<file path="config.mk">
export PLATFORM = sky130hd
export DESIGN_NAME = outmem_drain
export DESIGN_NICKNAME = d
export VERILOG_FILES = /design/src/rtl/outmem_drain_pkg.sv /design/src/rtl/outmem_drain_word_fifo.sv /design/src/rtl/outmem_drain.sv
export SDC_FILE = /design/constraint.sdc
export NUM_CORES = 1
export LEC_CHECK = 0
export ABC_AREA = 1
export ABC_CLOCK_PERIOD_IN_PS = 3200
export CAP_MARGIN = 40
export CORE_ASPECT_RATIO = 0.5
export CORE_UTILIZATION = 30
export DETAILED_ROUTE_END_ITERATION = 16
export PLACE_DENSITY = 0.49
export SYNTH_ARGS = -nofsm -noshare
export SYNTH_HDL_FRONTEND = slang
export SYNTH_SLANG_ARGS = --single-unit
</file>
<file path="constraint.sdc">
create_clock -name CLK -period 3.2 [get_ports CLK]
set_input_delay 0.64 -clock CLK [delete_from_list [all_inputs] [get_ports CLK]]
set_output_delay 0.64 -clock CLK [all_outputs]
set_load 0.005 [all_outputs]
</file>
<file path="src/rtl/outmem_drain_pkg.sv">
// Shared definitions for the output-memory read-back engine.
package outmem_drain_pkg;

  localparam int unsigned DATA_W     = 64;
  localparam int unsigned ELEM_W     = 16;
  localparam int unsigned ADDR_W     = 4;
  localparam int unsigned LANES      = DATA_W / ELEM_W;
  localparam int unsigned LANE_W     = $clog2(LANES);
  localparam int unsigned SRAM_DEPTH = 16;
  localparam int unsigned LEN_W      = $clog2(SRAM_DEPTH + 1);
  localparam int unsigned EL_W       = LEN_W + LANE_W;

  // SRAM direction encoding, shared with macarray
  typedef enum logic {
    RW_READ  = 1'b0,
    RW_WRITE = 1'b1
  } rw_e;

  typedef enum logic [1:0] {
    ST_IDLE = 2'd0,
    ST_RUN  = 2'd1,
    ST_DONE = 2'd2
  } state_e;

  // Extract element 'lane' of a word; lane 0 is the least significant
  function automatic logic [ELEM_W-1:0] lane_sel(input logic [DATA_W-1:0] word,
                                                 input logic [LANE_W-1:0] lane);
    return word[lane*ELEM_W +: ELEM_W];
  endfunction

endpackage

</file>
<file path="src/rtl/outmem_drain_word_fifo.sv">
// Small synchronous word FIFO with head and second-entry peek.
module word_fifo #(
  parameter int unsigned DEPTH = 2,
  parameter int unsigned W     = 64,
  localparam int unsigned AW   = (DEPTH > 1) ? $clog2(DEPTH) : 1,
  localparam int unsigned CW   = $clog2(DEPTH + 1)
) (
  input  logic          clk,
  input  logic          rst_n,
  input  logic          push,
  input  logic          pop,
  input  logic [W-1:0]  wdata,
  output logic [W-1:0]  head,
  output logic [W-1:0]  peek1,
  output logic [CW-1:0] count
);

  logic [W-1:0]  mem [DEPTH];
  logic [AW-1:0] rd_ptr;
  logic [AW-1:0] wr_ptr;

  function automatic logic [AW-1:0] bump(input logic [AW-1:0] p);
    return (p == AW'(DEPTH - 1)) ? '0 : p + 1'b1;
  endfunction

  // Storage, pointers and occupancy
  always_ff @(posedge clk or negedge rst_n) begin
    if (!rst_n) begin
      for (int unsigned i = 0; i < DEPTH; i++) mem[i] <= '0;
      rd_ptr <= '0;
      wr_ptr <= '0;
      count  <= '0;
    end else begin
      if (push) begin
        mem[wr_ptr] <= wdata;
        wr_ptr      <= bump(wr_ptr);
      end
      if (pop) rd_ptr <= bump(rd_ptr);
      case ({push, pop})
        2'b10:   count <= count + 1'b1;
        2'b01:   count <= count - 1'b1;
        default: count <= count;
      endcase
    end
  end

  // Head and the entry behind it, for back-to-back word hand-over
  always_comb begin
    head  = mem[rd_ptr];
    peek1 = mem[bump(rd_ptr)];
  end

  a_no_overflow: assert property (@(posedge clk) disable iff (!rst_n)
    !(push && !pop && (count == CW'(DEPTH))));
  a_no_underflow: assert property (@(posedge clk) disable iff (!rst_n)
    !(pop && (count == '0)));

endmodule

</file>
<file path="src/rtl/outmem_drain.sv">
// Reads LEN words from the output SRAM and streams them out as 16-bit elements.
module outmem_drain
  import outmem_drain_pkg::*;
#(
  parameter int unsigned FIFO_D = 2
) (
  input  logic              CLK,
  input  logic              RSTN,
  input  logic              START,
  input  logic [ADDR_W-1:0] BASE,
  input  logic [LEN_W-1:0]  LEN,
  output logic              BUSY,
  output logic              DONE,
  output logic              EN_O,
  output logic              RW_O,
  output logic [ADDR_W-1:0] ADDR_O,
  input  logic [DATA_W-1:0] RDATA_O,
  output logic [ELEM_W-1:0] DOUT,
  output logic              DOUT_VALID,
  input  logic              DOUT_READY,
  output logic              DOUT_LAST
);

  localparam int unsigned CW    = $clog2(FIFO_D + 1);
  localparam int unsigned OCC_W = CW + 1;

  state_e              state;
  state_e              state_nxt;
  logic [ADDR_W-1:0]   rd_addr;
  logic [ADDR_W-1:0]   addr_hold;
  logic [LEN_W-1:0]    rd_left;
  logic [EL_W-1:0]     el_left;
  logic                inflight;
  logic                zero_done;
  logic [LANE_W-1:0]   lane;
  logic [ELEM_W-1:0]   dout_q;
  logic                dout_valid_q;

  logic [DATA_W-1:0]   head;
  logic [DATA_W-1:0]   second;
  logic [CW-1:0]       fifo_count;
  logic [OCC_W-1:0]    occ;
  logic                issue;
  logic                hs;
  logic                pop;
  logic                load;
  logic [DATA_W-1:0]   load_word;
  logic [LANE_W-1:0]   load_lane;
  logic                start_run;

  word_fifo #(
    .DEPTH (FIFO_D),
    .W     (DATA_W)
  ) u_fifo (
    .clk   (CLK),
    .rst_n (RSTN),
    .push  (inflight),
    .pop   (pop),
    .wdata (RDATA_O),
    .head  (head),
    .peek1 (second),
    .count (fifo_count)
  );

  // Handshake, occupancy and start qualification
  always_comb begin
    hs        = dout_valid_q && DOUT_READY;
    pop       = hs && (lane == LANE_W'(LANES - 1));
    occ       = {1'b0, fifo_count} + OCC_W'(inflight);
    start_run = (state == ST_IDLE) && START && (LEN != '0);
  end

  // State register
  always_ff @(posedge CLK or negedge RSTN) begin
    if (!RSTN) state <= ST_IDLE;
    else       state <= state_nxt;
  end

  // Next state and read-issue decision
  always_comb begin
    state_nxt = state;
    issue     = 1'b0;
    case (state)
      ST_IDLE: if (start_run) state_nxt = ST_RUN;
      ST_RUN: begin
        issue = (rd_left != '0) && (occ < OCC_W'(FIFO_D));
        if (hs && (el_left == EL_W'(1))) state_nxt = ST_DONE;
      end
      ST_DONE: state_nxt = ST_IDLE;
      default: state_nxt = ST_IDLE;
    endcase
  end

  // Output register reload: the element in DOUT always belongs to the FIFO
  // head, so on the lane-3 handshake the next word is taken from the second
  // entry; this keeps the stream gap-free while still popping on handshake.
  always_comb begin
    load      = 1'b0;
    load_word = head;
    load_lane = '0;
    if (hs) begin
      if (lane != LANE_W'(LANES - 1)) begin
        load      = 1'b1;
        load_lane = lane + 1'b1;
      end else if (fifo_count >= CW'(2)) begin
        load      = 1'b1;
        load_word = second;
      end
    end else if (!dout_valid_q && (fifo_count != '0)) begin
      load = 1'b1;
    end
  end

  // Transfer counters, read address and element output register
  always_ff @(posedge CLK or negedge RSTN) begin
    if (!RSTN) begin
      rd_addr      <= '0;
      addr_hold    <= '0;
      rd_left      <= '0;
      el_left      <= '0;
      inflight     <= 1'b0;
      zero_done    <= 1'b0;
      lane         <= '0;
      dout_q       <= '0;
      dout_valid_q <= 1'b0;
    end else begin
      zero_done <= (state == ST_IDLE) && START && (LEN == '0);
      inflight  <= issue;
      if (start_run) begin
        rd_addr <= BASE;
        rd_left <= LEN;
        el_left <= EL_W'(LEN) << LANE_W;
      end else begin
        if (issue) begin
          rd_addr   <= rd_addr + 1'b1;
          rd_left   <= rd_left - 1'b1;
          addr_hold <= rd_addr;
        end
        if (hs) el_left <= el_left - 1'b1;
      end
      if (load) begin
        dout_q       <= lane_sel(load_word, load_lane);
        lane         <= load_lane;
        dout_valid_q <= 1'b1;
      end else if (hs) begin
        dout_valid_q <= 1'b0;
      end
    end
  end

  // Port outputs
  always_comb begin
    BUSY       = (state != ST_IDLE);
    DONE       = (state == ST_DONE) || zero_done;
    EN_O       = issue;
    RW_O       = RW_READ;
    ADDR_O     = issue ? rd_addr : addr_hold;
    DOUT       = dout_q;
    DOUT_VALID = dout_valid_q;
    DOUT_LAST  = dout_valid_q && (el_left == EL_W'(1));
  end

endmodule
</file>
Yosys cells after proc, flatten, opt, wreduce, memory -nomap -nowiden
Cells that the tools add are included. Widths: inputs -> output; s select.

Output and inout bits: 26. Register bits after elaboration: 175. Input port bits: 77. Word-level logic and storage cells: 100.

Shift operators: 1. Eq/ne operators: 9. Order comparisons: 6. Reduce and logical (&&, ||, !) cells: 23. Multiplexer cells: 34. $add $sub $neg: 9. Bitwise operators: 3.

Operator list (count): $mux 64 (10); $bwmux 128 (1); $demux 64 s1 (1); $shiftx 64x7->16 (1); $mux 7 (2); $mux 4 (3); $reduce_bool 2->1 (6); $logic_and 1x1->1 (10); $mux 5 (2); $reduce_bool 5->1 (2); $mux 1 (9); $ge 2x2->1 const B (4); $mux 2 (4); $pmux 2 s2 (2); $eq 7x1->1 const B (1); $sub 7x1->7 const B (1); $eq 2x2->1 const B (3); $ne 2x2->1 const B (3); $not 1->2 (3); $logic_not 5->1 (1); $sub 5x1->5 const B (1); $add 2x1->2 const B (2); $add 4x1->4 const B (1); $eq 2x1->1 const B (2); 9 further kinds (10).

Logic depth before layout (Yosys ltp)
Gate-level depths: netlist of run 1.

Word-level depth: 10. Depth in mapped cells: 12.

Cells and area by module
From an unflattened synthesis of run 1, not the netlist that was laid out.

Cell total of the unflattened synthesis: 1284. Area, all modules: 9705.6 um^2.

By module, submodules not included: word_fifo (area each 6688.9 um^2, sequential area each 3303.2 um^2, cells each 846, instances 1); outmem_drain (area each 3016.6 um^2, sequential area each 1076.0 um^2, cells each 438, instances 1).

Worst setup path after synthesis of run 1
Ideal clock, no wire load.

Path type: register -> output. Start: reg rd_left[0]. End: out ADDR_O[1]. Buffers on the path: 1. Cell stages (with the launch flop): 10. Slack: 1.176 ns. Arrival time: 1.384 ns. Cells stage by stage: dfrtp_1 inv_1 ha_1 nand2_1 nor2_1 nand2_1 nand2_1 clkbuf_1 nand2_1 o21ai_0.

Cells in the longest elaborated chain, start to end: 4.

RTL lines: start, declared (RTL line outmem_drain.sv:31) `logic [LEN_W-1:0] rd_left;`; start signal, assigned (RTL line outmem_drain.sv:136) `rd_left <= rd_left - 1'b1;`; $reduce_bool 5->1 (RTL line outmem_drain.sv:86) `issue = (rd_left != '0) && (occ < OCC_W'(FIFO_D));`; $logic_and 1x1->1 (RTL line outmem_drain.sv:86); $mux 1 (RTL line outmem_drain.sv:83) `case (state)`; $mux 4; end, declared (RTL line outmem_drain.sv:16) `output logic [ADDR_W-1:0] ADDR_O,`.

Every way passes these cells.

Final worst setup path of run 1
Start: reg rd_left[0]. End: out ADDR_O[2].

Same word-level chain as after synthesis.

==> results of run 1 <==
Yosys cell counts (all sizes together) (3+ instances only):
cell	instances
a21oi	5
buf	30
clkbuf	34
dfrtp	175
ha	6
inv	125
nand2	413
nand3	65
nand3b	12
nor2	33
nor3	5
o211ai	20
o21ai	186
o22ai	3
xor2	7
state kept, by name, summed over array words and instances (netlist names):
signal and flops:
DOUT 16, DOUT_VALID 1, addr_hold 4, el_left 7
inflight 1, lane 2, rd_addr 4, rd_left 5
state 2, u_fifo.count 2, u_fifo.mem 128, u_fifo.rd_ptr 1
u_fifo.wr_ptr 1, zero_done 1
where the power goes:
part	total [mW]	switching, mW	internal, mW
Clock	1.97	0.928	1.04
Sequential	3.98	0.666	3.32
Combinational	4.81	2.97	1.83
worst register-to-register path: cells and delay by family (launching register included):
kind / cells / cell delay [ns]
AND/OR/NAND/NOR: 9 / 1.43
adder cells (fa/ha/maj): 1 / 0.25
flip-flops: 1 / 0.41
buffers and inverters: 1 / 0.09
stage by stage:
step / cells / utilization / total power, mW / instance area [um^2]
2_1_floorplan: 1129 / - / 7.20 / 8680
3_3_place_gp: 1561 / 0.357 / 8.79 / 10000
3_5_place_dp: 1562 / 0.357 / 8.88 / 10000
4_1_cts: 1594 / 0.377 / 10.9 / 10600
5_1_grt: 1594 / 0.377 / 11.8 / 10600
6_report: 1594 / 0.377 / 10.8 / 10600
kinds of logic after synthesis:
group                      synth area share
and+or+nand+nor                       0.252
buffers and inverters                0.0922
AOI/OAI and AO/OA                     0.133
xor gates and xnor gates            0.00908
DFF                                   0.504
adders and majority gates           0.00865
other                              0.000432
layer usage:
metal  part of all wire  wire, um
met2               0.44     10400
met5                  0         0
met4              0.014       320
met3              0.037       854
met1               0.51     11800
layout by cell type (no fill, tap or decap), drive strengths merged:
master,synthesis,final
nor2,33,33
clkinv,2,8
buf,30,15
or2,2,2
xnor2,2,2
o221ai,1,1
nor3,5,5
o22ai,3,3
xor2,7,7
clkbuf,34,22
conb,1,1
o21ai,186,186
nand2,413,413
nand3,65,65
clkdlybuf4s50,0,100
o21bai,1,1
clkinvlp,0,1
nand3b,12,12
ha,6,6
a21boi,1,1
inv,125,128
o211ai,20,20
a21oi,5,5
dfrtp,175,175
repair_timing:
item                                    CTS  global route
pin swaps                                 0             0
gates resized for setup                   1             1
hold buffers                              0             0
endpoints found under the setup margin    1             2
layout make-up:
class	count	area, um^2	share of cell area
Clock buffer	22	464	0.0439
Clock inverter	10	78.8	0.00745
Inverter	127	482	0.0455
Multi-Input combinational cell	763	3520	0.333
Sequential cell	175	4380	0.414
Tap cell	382	478	0.0452
Timing Repair Buffer	115	1180	0.111
worst min-delay path by stage:
stage	slack, ns	startpoint	end	depth (start not counted)
3_3_place_gp	0.46	addr_hold[0]	addr_hold[0]	2
5_1_grt	0.14	RSTN	rd_left[1]	1
2_1_floorplan	0.34	RSTN	DOUT[0]	0
6_report	0.11	RSTN	zero_done	1
3_5_place_dp	0.47	u_fifo.mem[16]	u_fifo.mem[16]	2
4_1_cts	0.11	RSTN	addr_hold[0]	1
==> summary.md, run 1 <==
| Metric | Value |
|---|---|
| Status | `completed` |
| RSZ-0062 raised after global routing | `no` |
| Worst ir drop on vdd | `0.000399 V` |
| Fill count | `2925` |
| Layout area overhead | `21.9%` |
| Worst slack, placed | `0.411 ns` |
| Arr. time, crit path | `2.29 ns` |
| Leak | `5.21 nW` |
| Critical Path End Type | `primary output` |
| Met2 track demand over resource | `0.267` |
| Die footprint | `29700 um^2` |
| Iteration-0 DRC Markers | `570` |
| Worst Path Required | `2.56 ns` |
| Power per Cell Area | `1020 nW/um^2` |
| Capturing point of the worst reg2reg path | `DOUT[15]` |
| Worst reg2reg path depth | `11` |
| Area leader, netlist | `dfrtp_1` |
| Core ar. | `28100 um^2` |
| IO Count | `103` |
| Ys async rst share | `1.00` |
| Maxcap violations | `0` |
| CTS tree | `yes` |
| End of the critical path | `ADDR_O[2]` |
| Crit share post-route | `0.917` |
| Largest fanout on the critical path | `15` |
| Min Hold Slack | `0.112 ns` |
| Slew Viols, Final | `0` |
| Largest net degree at the start of global routing | `130` |
| Relative max-transition margin | `0.555` |
| Post-synth top area share | `0.504` |
| Launching point of the worst reg2reg path | `lane[0]` |
| Register area share after synthesis | `0.504` |
| Initial Utilization | `0.309` |
| Worst Hold Class | `in -> async` |
| CTS Buffer Depth | `2` |
| Synth Net Count | `1212` |
| WL/cell | `14.6 um` |
| CTS sink cnt | `175` |
| GR Layer Usage met3 | `0.0317` |
| # DRC | `0` |
| Yosys reg bits | `175` |
| Final setup fails | `0` |
| Crit path buffers/inverters | `2` |
| Horiz. Die Dim | `243 um` |
| M1 GR Usage | `0.241` |
| Critical path's slowest cell | `clkdlybuf4s50_1` |
| Vias in the first global route | `7355` |
| H-tree Lvls | `4` |
| Clock Tree Root | `clkbuf_16` |
| CTS buffer count | `17` |
| Post-route setup TNS | `0 ns` |
| Worst Setup SP | `rd_left[0]` |
| Crit start category | `flop` |
| GRT Max-Usage Layer | `met2` |
| Worst Skew | `0.0130 ns` |
| Final Critical Period | `2.93 ns` |
| Antenna violations before repair | `0` |
| Synthesized cell area | `8680 um^2` |
| Synth Instances | `1129` |
| Syn avg cell area | `7.69 um^2` |
| Row Count | `43` |
| Antenna diodes | `0` |
| Max incr delay on CP | `0.54 ns` |
| Crit path kind | `reg -> out` |
| Worst slew pin tran | `0.667 ns` |
| Die Y | `122 um` |
| Post-Route WL | `23300 um` |
| CP Depth | `9` |
| Worst path most repeated cell | `nand2_1` |
| All-layer global routing usage | `0.172` |
| Hold Fails Final Rpt | `0` |
| Most common flop cell mapped by yosys | `dfrtp_1` |
| Drt pass-1 iters | `5` |
| YS warnings | `0` |
| DR vias/cell | `4.57` |
| Delay-heaviest family, CP | `buffers and inverters` |
| GPL Wtd Cong | `0.820` |
| Nets | `1282` |
| DR vias | `7286` |
| GRT overflow | `0` |
| FMAX | `341 MHz` |
| Clock slew at reported path FFs | `0.06 ns` |
| Worst R2R Setup Slack | `0.92 ns` |
| First-pass GRT wire length | `39500 um` |
| Port Buf Inserts | `101` |
| Final worst slack | `0.266 ns` |
| Fraction of layout cells with a size suffix above 1 | `0.0528` |
| Distinct cell type count after synthesis | `34` |
| Synth top area cells | `dfrtp_1 50%, nand2_1 18%, o21ai_0 10%` |
| Post-synth EDFFs | `0` |
| Skew-Pair Late Insertion Delay | `0.45 ns` |
| Buffer count from post-CTS setup fixing | `0` |
| Detailed placer's ending HPWL | `16300 um` |
| Critical-path cell list | `inv_1 -> ha_1 -> nand2_1 -> nor2_1 -> nand2_1 -> nand2_4 -> nand2_1 -> o21ai_0 -> clkdlybuf4s50_1` |
| Antenna Violating Nets Remaining | `0` |
(Power assumes the default switching activity.)
==> inputs of run 2 (changes only) <==
CAP_MARGIN = 20   (was 40)
CORE_ASPECT_RATIO = unset   (was 0.5)
==> summary.md, run 2 (synthesized netlist as in run 1, its figures left out) <==
| Metric | Value |
|---|---|
| Drt pass-1 iters | `5 (unchanged)` |
| Arr. time, crit path | `2.30 ns (about the same)` |
| DR vias/cell | `4.50 (-1.6%)` |
| Initial Utilization | `0.308 (-0.000865)` |
| Clock slew at reported path FFs | `0.07 ns (about the same)` |
| Fill count | `2923 (-0.068%)` |
| RSZ-0062 raised after global routing | `no` |
| Critical-path cell list | `inv_1 -> ha_1 -> nand2_1 -> nor2_1 -> nand2_1 -> nand2_4 -> inv_2 -> nand2_1 -> nand2_1 -> clkdlybuf4s50_1` |
| Crit path buffers/inverters | `3 (+1)` |
| Final setup fails | `0 (unchanged)` |
| # DRC | `0 (unchanged)` |
| Worst Skew | `0.0120 ns (-0.00101 ns)` |
| Horiz. Die Dim | `172 um (-29%)` |
| Commonest non-fill, non-tap cell in the layout | `nand2_1` |
| Fraction of layout cells with a size suffix above 1 | `0.0584 (+0.00558)` |
| Critical path's slowest cell | `clkdlybuf4s50_1` |
| Detailed placer's ending HPWL | `16800 um (+2.7%)` |
| Buffer count from post-CTS setup fixing | `0 (unchanged)` |
| Critical Path End Type | `primary output` |
| Metal-1 WL | `11400 um (-3.0%)` |
| Antenna diodes | `0 (unchanged)` |
| Met3 wire len | `686 um (-20%)` |
| Worst R2R Setup Slack | `0.94 ns (+0.02 ns)` |
| Register area | `4380 um^2 (unchanged)` |
| Iteration-0 DRC Markers | `426 (-25%)` |
| Layout area overhead | `22.5%` |
| WL/cell | `14.7 um (+0.22%)` |
| Delay-heaviest family, CP | `buffers and inverters` |
| Worst slew pin tran | `0.892 ns (+0.225 ns)` |
| Hold Fails Final Rpt | `0 (unchanged)` |
| Antenna violations before repair | `0 (unchanged)` |
| Min Hold Slack | `0.216 ns (+0.104 ns)` |
| First-pass GRT wire length | `38400 um (-2.9%)` |
| Area occupied by multi-input gates | `3520 um^2 (unchanged)` |
| CTS buffer count | `17 (unchanged)` |
| Reg with most FFs | `u_fifo.mem` |
| DR vias | `7170 (-1.6%)` |
| Post-Route WL | `23400 um (+0.22%)` |
| Antenna Violating Nets Remaining | `0 (unchanged)` |
| Post-route setup TNS | `0 ns (unchanged)` |
| Max incr delay on CP | `0.44 ns (-0.10 ns)` |
| Most frequent cells in the layout | `406 x nand2_1, 182 x o21ai_0, 174 x dfrtp_1, 121 x inv_1, 100 x clkdlybuf4s50_1` |
| Power per Cell Area | `1020 nW/um^2 (+0.76%)` |
| Largest fanout on the critical path | `15 (unchanged)` |
| Nets | `1286 (+0.31%)` |
| Hold_buf cts | `0 (unchanged)` |
| Worst Hold Class | `in -> async` |
| Largest register FFs | `128 (unchanged)` |
| CTS Buffer Depth | `2 (unchanged)` |
| GRT overflow | `0 (unchanged)` |
| Worst path most repeated cell | `nand2_1` |
| Die Y | `172 um (+41%)` |
| Crit start category | `flop` |
| Final Critical Period | `2.94 ns (+0.00144 ns)` |
| CTS tree | `yes` |
| Top Layer Used | `met4` |
| Crit share post-route | `0.917 (about the same)` |
| Clock Tree Root | `clkbuf_16` |
| Vias in the first global route | `7082 (-3.7%)` |
| All-layer global routing usage | `0.170 (-0.00189)` |
| Skew-Pair Late Insertion Delay | `0.44 ns (about the same)` |
| CTS-repair resized insts | `1 (unchanged)` |
| FMAX | `341 MHz (about the same)` |
| Met2 routed WL | `11000 um (+5.8%)` |
| Core ar. | `28200 um^2 (+0.28%)` |
| Port Buf Inserts | `101 (unchanged)` |
| Die footprint | `29600 um^2 (-0.14%)` |
| Largest net degree at the start of global routing | `90 (-31%)` |
| H-tree Lvls | `4 (unchanged)` |
| Slew Viols, Final | `0 (unchanged)` |
| Maxcap violations | `0 (unchanged)` |
| Worst ir drop on vdd | `0.000569 V (+42%)` |
| IO Count | `103 (unchanged)` |
| Leak | `5.24 nW (+0.60%)` |
| Row Count | `61 (+42%)` |
| Status | `completed` |
| Worst Path Required | `2.56 ns (about the same)` |
| GPL Wtd Cong | `0.818 (-0.23%)` |
| CTS sink cnt | `175 (unchanged)` |
| Crit path kind | `reg -> out` |
| Relative max-transition margin | `0.403 (-0.152)` |
-- run 2: cell count changes in the layout (fill, tap and decap cells not counted) --
| cell | previous run | this run |
|---|---|---|
| buf_4 | 9 | 16 |
| buf_12 | 5 | 2 |
| clkbuf_1 | 3 | 0 |
| clkinv_8 | 0 | 3 |
| inv_8 | 0 | 3 |
| clkinv_2 | 2 | 0 |
| clkinv_4 | 5 | 3 |
| bufinv_16 | 0 | 1 |
| clkbuf_8 | 2 | 1 |
| inv_6 | 3 | 4 |
-- run 2: cell type report --
cell class / instances / share of cell area
Sequential cell: 175 / 0.412
Tap cell: 378 / 0.0445
Inverter: 127 / 0.0453
Multi-Input combinational cell: 763 / 0.331
Timing Repair Buffer: 119 / 0.110
Clock inverter: 14 / 0.0162
Clock buffer: 18 / 0.0413
-- run 2: metal layers --
metal  global-route usage  vias up
li1                     -     3708
met3               0.0277       17
met5                    0        -
met1                0.230     3347
met4               0.0462        0
met2                0.280       98
-- run 2: final timing paths --
path / end / depth (start not counted) / startpoint
min in group CLK: addr_hold[1] / 2 / addr_hold[1]
max reg2reg: DOUT[0] / 11 / lane[0]
max: ADDR_O[0] / 10 / rd_left[0]
min reg2reg: addr_hold[1] / 2 / addr_hold[1]
min: el_left[5] / 1 / RSTN
max in group asynchronous: u_fifo.mem[39] / 2 / RSTN
-- run 2: where the power goes --
part,switching [mW],leakage [nW],internal (mW)
sequential,0.670,2.14,3.32
combinational,2.96,2.80,1.82
clock,0.996,0.296,1.14
total,4.63,5.24,6.28
-- run 2: stage by stage --
stage                util  power, mW  cells  setup WS (ns)  area, um^2
floorplan               -       7.20   1129           1.18        8680
global placement    0.356       8.81   1562          0.384       10000
detailed placement  0.356       8.87   1562          0.376       10000
CTS                 0.378       11.1   1594          0.156       10600
global route        0.378       12.0   1594         0.0620       10600
finish              0.378       10.9   1594          0.265       10600
